===== config.mk =====
export PLATFORM = sky130hd
export DESIGN_NAME = mcrom_loader
export DESIGN_NICKNAME = d
export VERILOG_FILES = /design/src/rtl/mcrom_pkg.sv /design/src/rtl/mcrom_word_asm.sv /design/src/rtl/mcrom_loader.sv
export SDC_FILE = /design/constraint.sdc
export NUM_CORES = 1
export LEC_CHECK = 0
export CORE_MARGIN = 5
export CORE_UTILIZATION = 44
export DETAILED_ROUTE_END_ITERATION = 10
export GPL_TIMING_DRIVEN = 0
export HOLD_SLACK_MARGIN = 0.12
export PLACE_DENSITY = 0.8
export SYNTH_ARGS = -nofsm -noshare
export SYNTH_HDL_FRONTEND = slang
export SYNTH_SLANG_ARGS = --single-unit

===== constraint.sdc =====
create_clock -name clk -period 2.4 [get_ports clk]
set_clock_uncertainty 0.05 [all_clocks]
set_input_delay 0.24 -clock clk [delete_from_list [all_inputs] [get_ports clk]]
set_output_delay 0.24 -clock clk [all_outputs]
set_load 0.01 [all_outputs]

===== src/rtl/mcrom_pkg.sv =====
// Shared definitions for the microcode control-store loader.
// Optional readback verify is enabled with MCROM_LOADER_VERIFY_EN.
package mcrom_pkg;

    localparam int MC_DATA_W    = 56;
    localparam int MC_ADDR_W    = 10;
    localparam int MC_NBYTES    = MC_DATA_W / 8;
    localparam int MC_MAX_WORDS = 1024;

    typedef enum logic [2:0] {
        IDLE,
        COLLECT,
        WRITE,
        DONE,
        VRD,
        VCMP
    } mc_state_e;

endpackage


===== src/rtl/mcrom_word_asm.sv =====
// Byte-lane assembly register for one microinstruction, LSB byte first,
// with the lane index counter and the running 8-bit checksum.
module mcrom_word_asm
    import mcrom_pkg::*;
#(
    parameter int DATA_W = MC_DATA_W
) (
    input  logic              clk,
    input  logic              rst,
    input  logic              clr,
    input  logic              accept,
    input  logic [7:0]        byte_i,
    output logic [DATA_W-1:0] data_o,
    output logic [7:0]        csum_o,
    output logic              last_o
);

    localparam int NB    = DATA_W / 8;
    localparam int IDX_W = (NB > 1) ? $clog2(NB) : 1;

    logic [IDX_W-1:0]  idx_q, idx_d;
    logic [DATA_W-1:0] data_q, data_d;
    logic [7:0]        csum_q, csum_d;

    assign last_o = accept && (idx_q == IDX_W'(NB - 1));
    assign data_o = data_q;
    assign csum_o = csum_q;

    always_comb begin
        idx_d  = idx_q;
        data_d = data_q;
        csum_d = csum_q;
        if (clr) begin
            idx_d  = '0;
            csum_d = '0;
        end else if (accept) begin
            for (int i = 0; i < NB; i++) begin
                if (idx_q == IDX_W'(i)) begin
                    data_d[8*i +: 8] = byte_i;
                end
            end
            csum_d = csum_q + byte_i;
            // Index wraps on the last lane so the next word starts at lane 0
            idx_d  = last_o ? '0 : idx_q + 1'b1;
        end
    end

    always_ff @(posedge clk) begin
        if (rst) begin
            idx_q  <= '0;
            data_q <= '0;
            csum_q <= '0;
        end else begin
            idx_q  <= idx_d;
            data_q <= data_d;
            csum_q <= csum_d;
        end
    end

endmodule


===== src/rtl/mcrom_loader.sv =====
// Host-side writer for the microcode control store: bytes in, 56-bit words out.
// Define MCROM_LOADER_VERIFY_EN to add a readback compare after every write.
module mcrom_loader
    import mcrom_pkg::*;
#(
    parameter int DATA_W = MC_DATA_W,
    parameter int ADDR_W = MC_ADDR_W
) (
    input  logic              clk,
    input  logic              rst,
    input  logic              start,
    input  logic [ADDR_W-1:0] base_addr,
    input  logic [ADDR_W:0]   count,
    input  logic [7:0]        in_data,
    input  logic              in_valid,
    output logic              in_ready,
    output logic              wr_en,
    output logic [ADDR_W-1:0] wr_addr,
    output logic [DATA_W-1:0] wr_data,
    output logic              busy,
    output logic              done,
    output logic              err,
    output logic [7:0]        csum
`ifdef MCROM_LOADER_VERIFY_EN
    ,
    output logic              rd_ena,
    output logic [ADDR_W-1:0] rd_addr,
    input  logic [DATA_W-1:0] rd_data
`endif
);

    mc_state_e         state_q, state_d;
    logic [ADDR_W-1:0] addr_q, addr_d;
    logic [ADDR_W:0]   rem_q, rem_d;
    logic              err_q, err_d;
    logic              adv;
    logic              accept;
    logic              asm_clr;
    logic              asm_last;

    assign accept   = in_valid && (state_q == COLLECT);
    assign asm_clr  = start && (state_q == IDLE);

    assign in_ready = (state_q == COLLECT);
    assign wr_en    = (state_q == WRITE);
    assign done     = (state_q == DONE);
    assign busy     = (state_q != IDLE);
    assign err      = err_q;
    assign wr_addr  = addr_q;

`ifdef MCROM_LOADER_VERIFY_EN
    assign rd_ena   = (state_q == VRD);
    assign rd_addr  = addr_q;
`endif

    mcrom_word_asm #(
        .DATA_W (DATA_W)
    ) u_asm (
        .clk    (clk),
        .rst    (rst),
        .clr    (asm_clr),
        .accept (accept),
        .byte_i (in_data),
        .data_o (wr_data),
        .csum_o (csum),
        .last_o (asm_last)
    );

    always_comb begin
        state_d = state_q;
        addr_d  = addr_q;
        rem_d   = rem_q;
        err_d   = err_q;
        adv     = 1'b0;
        unique case (state_q)
            IDLE: begin
                if (start) begin
                    err_d = 1'b0;
                    if (count == '0) begin
                        state_d = DONE;
                    end else if (count > (ADDR_W+1)'(MC_MAX_WORDS)) begin
                        err_d   = 1'b1;
                        state_d = DONE;
                    end else begin
                        addr_d  = base_addr;
                        rem_d   = count;
                        state_d = COLLECT;
                    end
                end
            end
            COLLECT: begin
                if (asm_last) begin
                    state_d = WRITE;
                end
            end
            WRITE: begin
`ifdef MCROM_LOADER_VERIFY_EN
                state_d = VRD;
`else
                adv = 1'b1;
`endif
            end
`ifdef MCROM_LOADER_VERIFY_EN
            VRD: begin
                state_d = VCMP;
            end
            VCMP: begin
                // A failed readback abandons the rest of the image
                if (rd_data != wr_data) begin
                    err_d   = 1'b1;
                    state_d = DONE;
                end else begin
                    adv = 1'b1;
                end
            end
`endif
            DONE: begin
                state_d = IDLE;
            end
            default: begin
                state_d = IDLE;
            end
        endcase
        if (adv) begin
            addr_d  = addr_q + 1'b1;
            rem_d   = rem_q - 1'b1;
            state_d = (rem_q == (ADDR_W+1)'(1)) ? DONE : COLLECT;
        end
    end

    always_ff @(posedge clk) begin
        if (rst) begin
            state_q <= IDLE;
            addr_q  <= '0;
            rem_q   <= '0;
            err_q   <= 1'b0;
        end else begin
            state_q <= state_d;
            addr_q  <= addr_d;
            rem_q   <= rem_d;
            err_q   <= err_d;
        end
    end

endmodule


### After elaboration in Yosys (flattened, before gate mapping)

Cells that the tools add are included.

| cells by class | value |
|---|---|
| add/subtract/negate cells | 4 |
| magnitude comparators | 1 |
| equality and inequality tests | 15 |
| multiplexer cells | 21 |
| bitwise gates (word level) | 1 |
| reductions and logical operators | 20 |

Operator list:

| kind | number |
|---|---|
| $mux W11 | 5 |
| $mux W10 | 5 |
| $reduce_and A3 Y1 | 8 |
| $eq A3 B2 Y1 const B | 4 |
| $mux W3 | 4 |
| $eq A11 B1 Y1 const B | 1 |
| $gt A11 B11 Y1 const B | 1 |
| $logic_not A11 Y1 | 1 |
| $sub A11 B1 Y11 const B | 1 |
| $add A10 B1 Y10 const B | 1 |
| $eq A3 B3 Y1 const B | 3 |
| $pmux W3 S3 | 1 |
| $add A8 B8 Y8 | 1 |
| $eq A3 B1 Y1 const B | 2 |
| $logic_not A3 Y1 | 2 |
| $mux W2 | 3 |
| $ne A2 B2 Y1 const B | 2 |
| $reduce_and A4 Y1 | 1 |
| $reduce_bool A2 Y1 | 2 |
| $add A3 B1 Y3 const B | 1 |
| $logic_and A1 B1 Y1 | 3 |
| $mux W1 | 3 |
| $ne A3 B1 Y1 const B | 1 |
| $ne A3 B3 Y1 const B | 1 |
| other kinds (5) | 5 |

| storage, ports and cells | value |
|---|---|
| flip-flop bits (word level) | 92 |
| input bits | 33 |
| word-level logic and storage cells | 75 |

### Longest topological paths before layout

Gate-level depths: netlist (run 1).

| depth | value |
|---|---|
| depth after elaboration | 6 |
| depth in mapped cells | 9 |
| gate-level depth less buffers | 8 |

### By module

Synthesis (run 1) repeated with hierarchy kept, for this count alone.

| unflattened totals | value |
|---|---|
| cell total of the unflattened synthesis | 489 |
| area, all modules | 4,240.3 um^2 |

By module, submodules not included:

| module | instances | cells each | area each (um^2) |
|---|---|---|---|
| mcrom_word_asm | 1 | 310 | 2,797.7 |
| mcrom_loader | 1 | 179 | 1,442.6 |

### Least setup slack after synthesis (run 1)

OpenSTA, ideal clock, no wires.

| timing | value |
|---|---|
| path type | register -> register |
| start | register u_asm.csum_q[0], in the netlist u_asm.csum_o[0] |
| end | register u_asm.csum_q[6], in the netlist u_asm.csum_o[6] |
| setup time | 0.062 ns |
| arrival time | 1.780 ns |
| data required time | 2.288 ns |
| setup slack | 0.508 ns |
| cell stages (with the launch flop) | 9 |
| path buffers | 0 |
| cell sequence | dfxtp_1 ha_1 inv_1 fa_1 nor2b_1 o21a_1 o211ai_1 a2111o_1 nand3_1 |

| on the way | value |
|---|---|
| word-level cells in the longest chain between the ends | 1 |

Ends and longest elaborated chain:

| what | line | text |
|---|---|---|
| from (decl) | mcrom_word_asm.sv:23 | `logic [7:0] csum_q, csum_d;` |
| from (signal assigned) | mcrom_word_asm.sv:56 | `csum_q <= csum_d;` |
| $add A8 B8 Y8 | mcrom_word_asm.sv:42 | `csum_d = csum_q + byte_i;` |

No other way between the ends.
A chain may end at the register's enable or synchronous reset.

### Final worst setup path (run 1)

| timing | value |
|---|---|
| start | register state_q[0] |
| end | output port wr_en |

| on the way | value |
|---|---|
| word-level cells in the longest chain between the ends | 1 |

Ends and longest elaborated chain:

| what | line | text |
|---|---|---|
| from (decl) | mcrom_loader.sv:32 | `mc_state_e state_q, state_d;` |
| from (signal assigned) | mcrom_loader.sv:138 | `state_q <= state_d;` |
| $eq A3 B2 Y1 | mcrom_loader.sv:45 | `assign wr_en = (state_q == WRITE);` |
| to (decl) | mcrom_loader.sv:17 | `output logic wr_en,` |

No other way between the ends.

==> flow_summary.toml, run 1 <==
[synth]
synth_top_area_share_pct = 41.5
synth_top_family_by_area = "simple AND/OR/NAND/NOR gates"
postSynthNetCount = 585
ys_types = 64
avgSynthCellArea_um2 = 8.19
synth_compound_area_share_pct = 19.1
synth-simple-area-share_pct = 25.5
post-synth-top-area-cell = "dfxtp_1"
synth.area.top_cells = "dfxtp_1 41%, a21oi_1 8.4%, nand2_1 7.6%"
yosys_warnings = 0
synth_edf_count = 0
synth-seq-cells = 91
synthXorXnorAreaFrac_pct = 0.399
async_flop_share_pct = 0
synthAdderAreaFrac_pct = 4.73
synth_cells = 536
synth_seq_area_share_pct = 41.5
synth_ff_type = "dfxtp_1"
syn-cell-area_mm2 = 0.00439
muxShareOfSynthArea_pct = 3.90

[floorplan]
start_util_pct = 44.9
die_width_um = 110
io_pins = 112
die_area_mm2 = 0.0121
core_area_mm2 = 0.00977
die_y_um = 110
rows = 36

[pwr]
p_sw_share_pct = 30.6
max-vdd-ir-drop_mv = 0.252
switchingPower_mw = 0.972
clock_power_share_pct = 30.2
p_leak_nw = 2.12
power_density_mw_per_mm2 = 546
internal_power_mw = 2.21
combPwrFrac_pct = 19.2
seq_power_share_pct = 50.6
power_mw = 3.18

[cts]
clk_pin_slew_ns = 0.10
root_buffer = "clkbuf_8"
insertion_delay_ns = 0.36
cts_max_level = 3
cts_buffers = 9
cts.sinks = 91
tritoncts = "built"
clock_path_buffers = 2

[setup_path]
crit_buf_inv = 4
worstRegToRegCells = 7
crit_slowest_cell = "clkdlybuf4s50_1"
required_ns = 2.11
cp.arrival_ns = 2.03
cpPeakStageDelay_ns = 0.56
cp_max_fo = 12
path_common_cell = "buf_2"
crit_family = "buffers and inverters"
critPathKind = "register to primary output"
end_kind = "primary output"
r2r-end = "wr_addr[6]"
path_cells = "buf_2 -> nand2b_1 -> buf_2 -> clkinvlp_4 -> clkdlybuf4s50_1"
start_kind = "register"
r2r_setup_slack_ns = 0.29
r2r-start = "state_q[0]"

[sta]
setup_viol = 0
finalCriticalPeriod_ns = 2.32
finalHoldViolations = 0
post-route-period-util_pct = 96.8
grt_setup_unrepaired = "no"
slew_violations = 0
clock.fmax_mhz = 431
worstMarginPinSlew_ns = 0.624
setup_tns_ns = 0
max_slew_margin_pct = 58.4

[route]
avgViaCountPerCell = 5.53
vias = 4377
drtPass1Iterations = 4
wl_per_cell_um = 16.7
drt_first_iter_violations = 281
wl_um = 13200
route.antenna.remaining_nets = 0
drc = 0

[grt]
grt_first_pass_wirelength_um = 20700
grt_max_degree = 17
first_global_vias = 4169
grt_usage_pct = 21.7
antenna_found_initial = 0
overflow = 0

[placement]
io_buffers = 109
hpwl_um = 9690
place_congestion = 0.878

[cells_and_area]
nets = 703
drive_gt1_share_pct = 7.45
nFillCells = 860
area_growth_pct = 32.6
n_antenna_cell = 0

[worst_hold_path]
holdPathStages = 3
min_from = "in_data[7]"
hold_end = "u_asm.data_o[31]"
hold_path.class = "input port to register"

[status]
outcome = "complete, no violations"

[job]
max-cap-violations = 0
tightest hold or removal path, stage by stage:
cell      delay, ns
clkbuf_1       0.23
nand2_1        0.12
a21oi_1        0.05
flip-flops by register name, summed over array words and instances (netlist names):
| name | flops |
|---|---|
| u_asm.data_o | 56 |
| rem_q | 11 |
| wr_addr | 10 |
| u_asm.csum_o | 8 |
| u_asm.idx_q | 3 |
| state_q | 2 |
| err | 1 |
logic make-up (layout without fill, tap and decap cells):
group | Yosys count | count (layout)
compound gates | 133 | 133
xor+xnor | 2 | 2
fa+ha+maj | 16 | 16
buf+inv | 49 | 171
flops | 91 | 91
mux | 17 | 17
simple gates | 228 | 228
power by group through the flow:
stage,Sequential (mW),Combinational (mW),Clock (mW)
floorplan,1.64,0.350,0
global placement,1.64,0.595,0
detailed placement,1.64,0.604,0
CTS,1.60,0.608,0.975
global route,1.62,0.663,1.04
finish,1.61,0.610,0.960
synth_stat cells (7+ instances only):
| cell type | count |
|---|---|
| nand2b_1 | 8 |
| a21oi_1 | 74 |
| ha_1 | 15 |
| a211oi_1 | 7 |
| nand3_1 | 34 |
| dfxtp_1 | 91 |
| inv_1 | 13 |
| clkbuf_1 | 24 |
| mux2i_1 | 16 |
| o21ai_0 | 17 |
| nand2_1 | 89 |
| buf_2 | 7 |
| nor3_1 | 12 |
| nor2_1 | 44 |
stage by stage:
step	cells	hold WS [ns]	area, um2	worst slack, ns	util, %
floorplan	536	0.326	4390	0.508	-
global placement	778	0.393	5650	-0.261	57.8
detailed placement	778	0.397	5650	-0.291	57.8
CTS	792	0.271	5820	0.0473	59.5
global route	791	0.287	5820	0.0122	59.5
finish	791	0.282	5820	0.0778	59.5
what timing repair did:
item	CTS	global route
setup endpoints to repair	1	2
resized for setup	1	3
hold buffers	0	0
setup buffers	0	0
layout by cell type, fill, tap and decap left out, types with 4 or more instances in the layout:
cell type,n
o32ai_1,4
ha_1,15
a21oi_1,74
nor2b_1,4
clkdlybuf4s50_1,108
a31oi_1,4
buf_2,7
nand3_1,34
inv_1,12
and3_1,4
o21ai_0,17
mux2i_1,16
clkbuf_1,21
clkbuf_8,9
nand4_1,4
nor2_1,44
a211oi_1,7
nand2b_1,8
nand2_1,89
dfxtp_1,91
nor3_1,12
layer usage:
layer | up-vias | routed length (um) | GRT usage [%]
li1 | 2119 | - | -
met5 | - | 0 | 0
met4 | 0 | 311 | 8.28
met2 | 147 | 6500 | 36.7
met3 | 29 | 731 | 3.46
met1 | 2082 | 5640 | 27.8
worst max-delay path by stage:
stage / startpoint / endpoint / slack (ns) / cells after the start
2_1_floorplan: u_asm.csum_o[0] / u_asm.csum_o[6] / 0.51 / 8
3_3_place_gp: in_data[1] / u_asm.csum_o[6] / -0.26 / 9
3_5_place_dp: in_data[1] / u_asm.csum_o[6] / -0.29 / 9
4_1_cts: state_q[1] / wr_en / 0.05 / 5
5_1_grt: state_q[0] / wr_en / 0.01 / 5
6_report: state_q[0] / wr_en / 0.08 / 5
layout make-up:
class,count,area [um2],share of cell area [%]
Multi-Input combinational cell,396,2350,40.4
Sequential cell,91,1820,31.3
Tap cell,133,166,2.86
Clock buffer,9,124,2.13
Inverter,13,52.6,0.903
Timing Repair Buffer,109,1090,18.8
Clock inverter,6,48.8,0.838
Buffer,34,160,2.75
(Power assumes the default switching activity.)
==> run 2, diff against run 1 <==
--- a/config.mk
+++ b/config.mk
@@ -6,11 +6,11 @@
 export NUM_CORES = 1
 export LEC_CHECK = 0
 export CORE_MARGIN = 5
-export CORE_UTILIZATION = 44
+export CORE_UTILIZATION = 49
 export DETAILED_ROUTE_END_ITERATION = 10
 export GPL_TIMING_DRIVEN = 0
 export HOLD_SLACK_MARGIN = 0.12
-export PLACE_DENSITY = 0.8
+export PLACE_DENSITY = 0.87
 export SYNTH_ARGS = -nofsm -noshare
 export SYNTH_HDL_FRONTEND = slang
 export SYNTH_SLANG_ARGS = --single-unit
==> constraint.sdc (replaced) <==
create_clock -name clk -period 2.4 [get_ports clk]
set_clock_uncertainty 0.05 [all_clocks]
set_input_delay 0.6 -clock clk [delete_from_list [all_inputs] [get_ports clk]]
set_output_delay 0.6 -clock clk [all_outputs]
set_load 0.01 [all_outputs]
==> run 2 against run 1 <==
Total power is 2.2% higher; worst hold slack improved by 0.13 ns; clock power increased by 6%; utilization is 7.6 points higher; sequential power is essentially flat; critical endpoint is now u_asm.csum_o[7]; clock-buffer cell count unchanged; highest routed layer unchanged; combinational power increased by 2%; register-to-register slack improved by 0.07 ns; first-iteration DRC count increased by 11%.
==> flow_summary.toml, run 2 (synthesized netlist as in run 1, its figures left out) <==
[setup_path]
cp.arrival_ns = 2.62
critPathKind = "input port to register"
worstRegToRegCells = 7
r2r-start = "rem_q[0]"
cp_max_fo = 8
r2r-end = "rem_q[10]"
start_kind = "input port"
end_kind = "register"
required_ns = 2.66
r2r_setup_slack_ns = 0.36

[pwr]
power_density_mw_per_mm2 = 555
max-vdd-ir-drop_mv = 0.383
p_leak_nw = 2.20
power_mw = 3.25

[cts]
cts_max_level = 3
clk_pin_slew_ns = 0.10
tritoncts = "built"
cts_buffers = 9
hold_buffers = 0
root_buffer = "clkbuf_8"
insertion_delay_ns = 0.37
cts.sinks = 91
clock_path_buffers = 2

[route]
wl_per_cell_um = 17.4
wl_um = 13400
avgViaCountPerCell = 5.83
drc = 0
drt_first_iter_violations = 312
route.antenna.remaining_nets = 0
vias = 4489
drtPass1Iterations = 4

[cells_and_area]
nets = 706
largest_register_ffs = 56
design_area_mm2 = 0.00585
utilization_pct = 67.1
regArea_mm2 = 0.00182
n_antenna_cell = 0
multiInputGateArea_mm2 = 0.00236
area_growth_pct = 33.3
layout_commonest_cell = "clkdlybuf4s50_1"
final_cell_mix = "101 x clkdlybuf4s50_1, 91 x dfxtp_1, 89 x nand2_1, 74 x a21oi_1, 44 x nor2_1"
nFillCells = 698
fin_cells = 770
drive_gt1_share_pct = 8.46

[sta]
finalCriticalPeriod_ns = 2.36
clock.fmax_mhz = 424
max_slew_margin_pct = 58.2
finalHoldViolations = 0
slew_violations = 0
setup_ws_ns = 0.0430
worstMarginPinSlew_ns = 0.627
timing.hold.ws_ns = 0.408
setup_viol = 0
post-route-period-util_pct = 98.2
setup_tns_ns = 0

[grt]
busiest_layer = "met2"
use_met1_pct = 29.4
antenna_found_initial = 0
first_global_vias = 4443
grtUsageMet3_pct = 4.13
grt_max_degree = 19
grt_first_pass_wirelength_um = 21700
grt_use_met2_pct = 41.4
overflow = 0
grt_usage_pct = 23.9

[floorplan]
die_y_um = 105
rows = 34
start_util_pct = 50.3
core_area_mm2 = 0.00872
io_pins = 112
die_area_mm2 = 0.0110
die_width_um = 105

[placement]
dp_cells = 753
dpl_cell_area_mm2 = 0.00562
place_congestion = 0.911
io_buffers = 109
hpwl_um = 9860
pre_cts_ws_ns = -0.655

[worst_hold_path]
hold_end = "u_asm.data_o[6]"
hold_path.class = "register to register"
holdPathStages = 2
min_from = "u_asm.data_o[6]"

[status]
outcome = "complete, no violations"

[job]
max-cap-violations = 0
-- run 2: cell type report --
class | count | area share [%]
clock inverter | 7 | 1.22
multi-input combinational | 396 | 40.3
inverter | 13 | 0.898
clock buffer | 9 | 2.12
buffer | 34 | 2.95
timing repair buffer | 112 | 19.1
tap | 108 | 2.31
sequential | 91 | 31.1
-- run 2: what timing repair did --
action,CTS,global route
setup buffers,2,1
pin swaps,1,1
setup endpoints to repair,4,5
endpoints found under the hold margin,0,0
cloned,0,0
gates resized for setup,9,9
-- run 2: per-layer routing --
| metal | wire, um | share of wire (%) |
|---|---|---|
| met1 | 5370 | 40 |
| met2 | 6800 | 51 |
| met3 | 883 | 6.6 |
| met4 | 371 | 2.8 |
| met5 | 0 | 0 |
-- run 2: critical path, stage by stage --
cell           delay (ns)
dlygate4sd2_1        0.51
ha_1                 0.36
a21oi_1              0.30
a211oi_1             0.18
or3_1                0.39
a31oi_1              0.16
nand2b_1             0.11
-- run 2: how the worst max path moves through the flow --
stage | startpoint | depth (start not counted) | endpoint | slack [ns]
floorplan | in_data[1] | 8 | u_asm.csum_o[6] | 0.15
global placement | in_data[1] | 9 | u_asm.csum_o[6] | -0.60
detailed placement | in_data[1] | 9 | u_asm.csum_o[6] | -0.65
CTS | in_data[1] | 9 | u_asm.csum_o[6] | 0.003
global route | in_data[2] | 7 | u_asm.csum_o[7] | -0.05
finish | in_data[2] | 7 | u_asm.csum_o[7] | 0.04
-- run 2: where the power goes --
group,internal (mW),switching (mW)
clock,0.405,0.613
sequential,1.56,0.0494
combinational,0.268,0.355
total,2.23,1.02
==> run 3, diff against run 2 <==
--- a/config.mk
+++ b/config.mk
@@ -6,11 +6,12 @@
 export NUM_CORES = 1
 export LEC_CHECK = 0
 export CORE_MARGIN = 5
-export CORE_UTILIZATION = 49
+export CORE_UTILIZATION = 51
+export CTS_BUF_LIST = sky130_fd_sc_hd__clkbuf_4 sky130_fd_sc_hd__clkbuf_8
 export DETAILED_ROUTE_END_ITERATION = 10
 export GPL_TIMING_DRIVEN = 0
 export HOLD_SLACK_MARGIN = 0.12
-export PLACE_DENSITY = 0.87
+export PLACE_DENSITY = 0.9
 export SYNTH_ARGS = -nofsm -noshare
 export SYNTH_HDL_FRONTEND = slang
 export SYNTH_SLANG_ARGS = --single-unit
==> run 3 against run 2 <==
Worst hold slack better by 0.0052 ns; cell area shrank 0.17%; die area fell by 3.5%; total power decreased by 1.1%; fmax increased by 0.53%; via count is 0.42% higher; non-clock buffer count fell by 1; utilization is 3.3 points higher; sequential share of layout area increased by 0.053 points; critical path type unchanged; critical endpoint unchanged; largest cell class unchanged.
==> flow_summary.toml, run 3 (synthesized netlist as in run 1, its figures left out) <==
[status]
outcome = "complete, no violations"

[setup_path]
r2r_setup_slack_ns = 0.39
end_kind = "register"
required_ns = 2.65
cp_max_fo = 8
start_kind = "input port"
r2r-end = "rem_q[3]"
startpoint = "in_data[2]"
r2r-start = "state_q[0]"
worstRegToRegCells = 7
cp.arrival_ns = 2.59
critPathKind = "input port to register"

[floorplan]
start_util_pct = 52.9
core_area_mm2 = 0.00830
die_width_um = 103
rows = 33
die_area_mm2 = 0.0106
die_y_um = 103
io_pins = 112

[cells_and_area]
design_area_mm2 = 0.00584
final_cell_mix = "101 x clkdlybuf4s50_1, 91 x dfxtp_1, 89 x nand2_1, 74 x a21oi_1, 44 x nor2_1"
fin_cells = 766
nets = 705
area_growth_pct = 33.1
layout_commonest_cell = "clkdlybuf4s50_1"
largest_register_ffs = 56
drive_gt1_share_pct = 8.32
n_antenna_cell = 0

[sta]
post-route-period-util_pct = 97.7
slew_violations = 0
timing.hold.ws_ns = 0.413
grt_setup_unrepaired = "no"
finalCriticalPeriod_ns = 2.34
worstMarginPinSlew_ns = 0.558
setup_viol = 0
setup_ws_ns = 0.0555
finalHoldViolations = 0
max_slew_margin_pct = 62.7
clock.fmax_mhz = 427

[pwr]
p_leak_nw = 2.19
max-vdd-ir-drop_mv = 0.362
power_density_mw_per_mm2 = 550
power_mw = 3.21

[placement]
io_buffers = 109
place_congestion = 0.980
dpl_cell_area_mm2 = 0.00561
dp_cells = 750
hpwl_um = 9710
pre_cts_ws_ns = -0.673

[grt]
overflow = 0
grt_first_pass_wirelength_um = 20800
grt_usage_pct = 24.8
antenna_found_initial = 0
first_global_vias = 4351
grt_max_degree = 17

[worst_hold_path]
holdPathStages = 2
hold_end = "u_asm.data_o[23]"
min_from = "u_asm.data_o[23]"
hold_path.class = "register to register"

[job]
max-cap-violations = 0

[cts]
hold_buffers = 0
insertion_delay_ns = 0.35
clk_pin_slew_ns = 0.10
cts.sinks = 91
clock_path_buffers = 2
tritoncts = "built"
cts_max_level = 3
root_buffer = "clkbuf_8"
cts_buffers = 9

[route]
drt_first_iter_violations = 310
avgViaCountPerCell = 5.89
drtPass1Iterations = 5
highest_layer = "met4"
wl_met2_um = 6740
vias = 4508
drc = 0
wl_um = 13300
route.antenna.remaining_nets = 0
wl_met1_um = 5350
met3_length_um = 910
wl_per_cell_um = 17.4
run 3: critical path: stages:
cell and delay (ns):
dlygate4sd2_1 0.51, ha_1 0.36, a21oi_1 0.30, a211oi_1 0.15
or3_1 0.38, a31oi_1 0.16, nand2b_1 0.12
run 3: layout make-up:
cell class	instances	area, um2
buffer	34	173
fill	628	2450
tap	105	131
clock buffer	10	138
timing repair buffer	111	1110
sequential	91	1820
multi-input combinational	396	2370
clock inverter	6	50.0
inverter	13	52.6
run 3: power by group:
group / total, mW / internal, mW / switching (mW)
clock: 0.982 / 0.416 / 0.566
combinational: 0.623 / 0.269 / 0.354
sequential: 1.61 / 1.56 / 0.0502
run 3: per-stage QoR:
step	setup TNS [ns]	utilization [%]
detailed placement	-6.92	67.6
finish	0	70.4
floorplan	0	-
CTS	0	70.2
global placement	-5.37	67.6
global route	0	70.4
run 3: repair_timing:
action                     CTS  global route
setup buffers                2             0
setup endpoints to repair    5             5
resized for setup           11             8
pin swaps                    1             2
run 3: worst max-delay path by stage:
stage | to | slack, ns | cells after the start
4_1_cts | in_ready | 0.002 | 3
5_1_grt | u_asm.csum_o[7] | 0.0008 | 7
2_1_floorplan | u_asm.csum_o[6] | 0.15 | 8
3_3_place_gp | u_asm.csum_o[6] | -0.60 | 9
6_report | u_asm.csum_o[7] | 0.06 | 7
3_5_place_dp | u_asm.csum_o[6] | -0.67 | 9
run 3: per-layer routing:
metal,vias to the layer above,track usage [%]
met2,211,42.7
met5,-,0
met4,0,10.8
li1,2110,-
met1,2155,30.8
met3,32,3.99
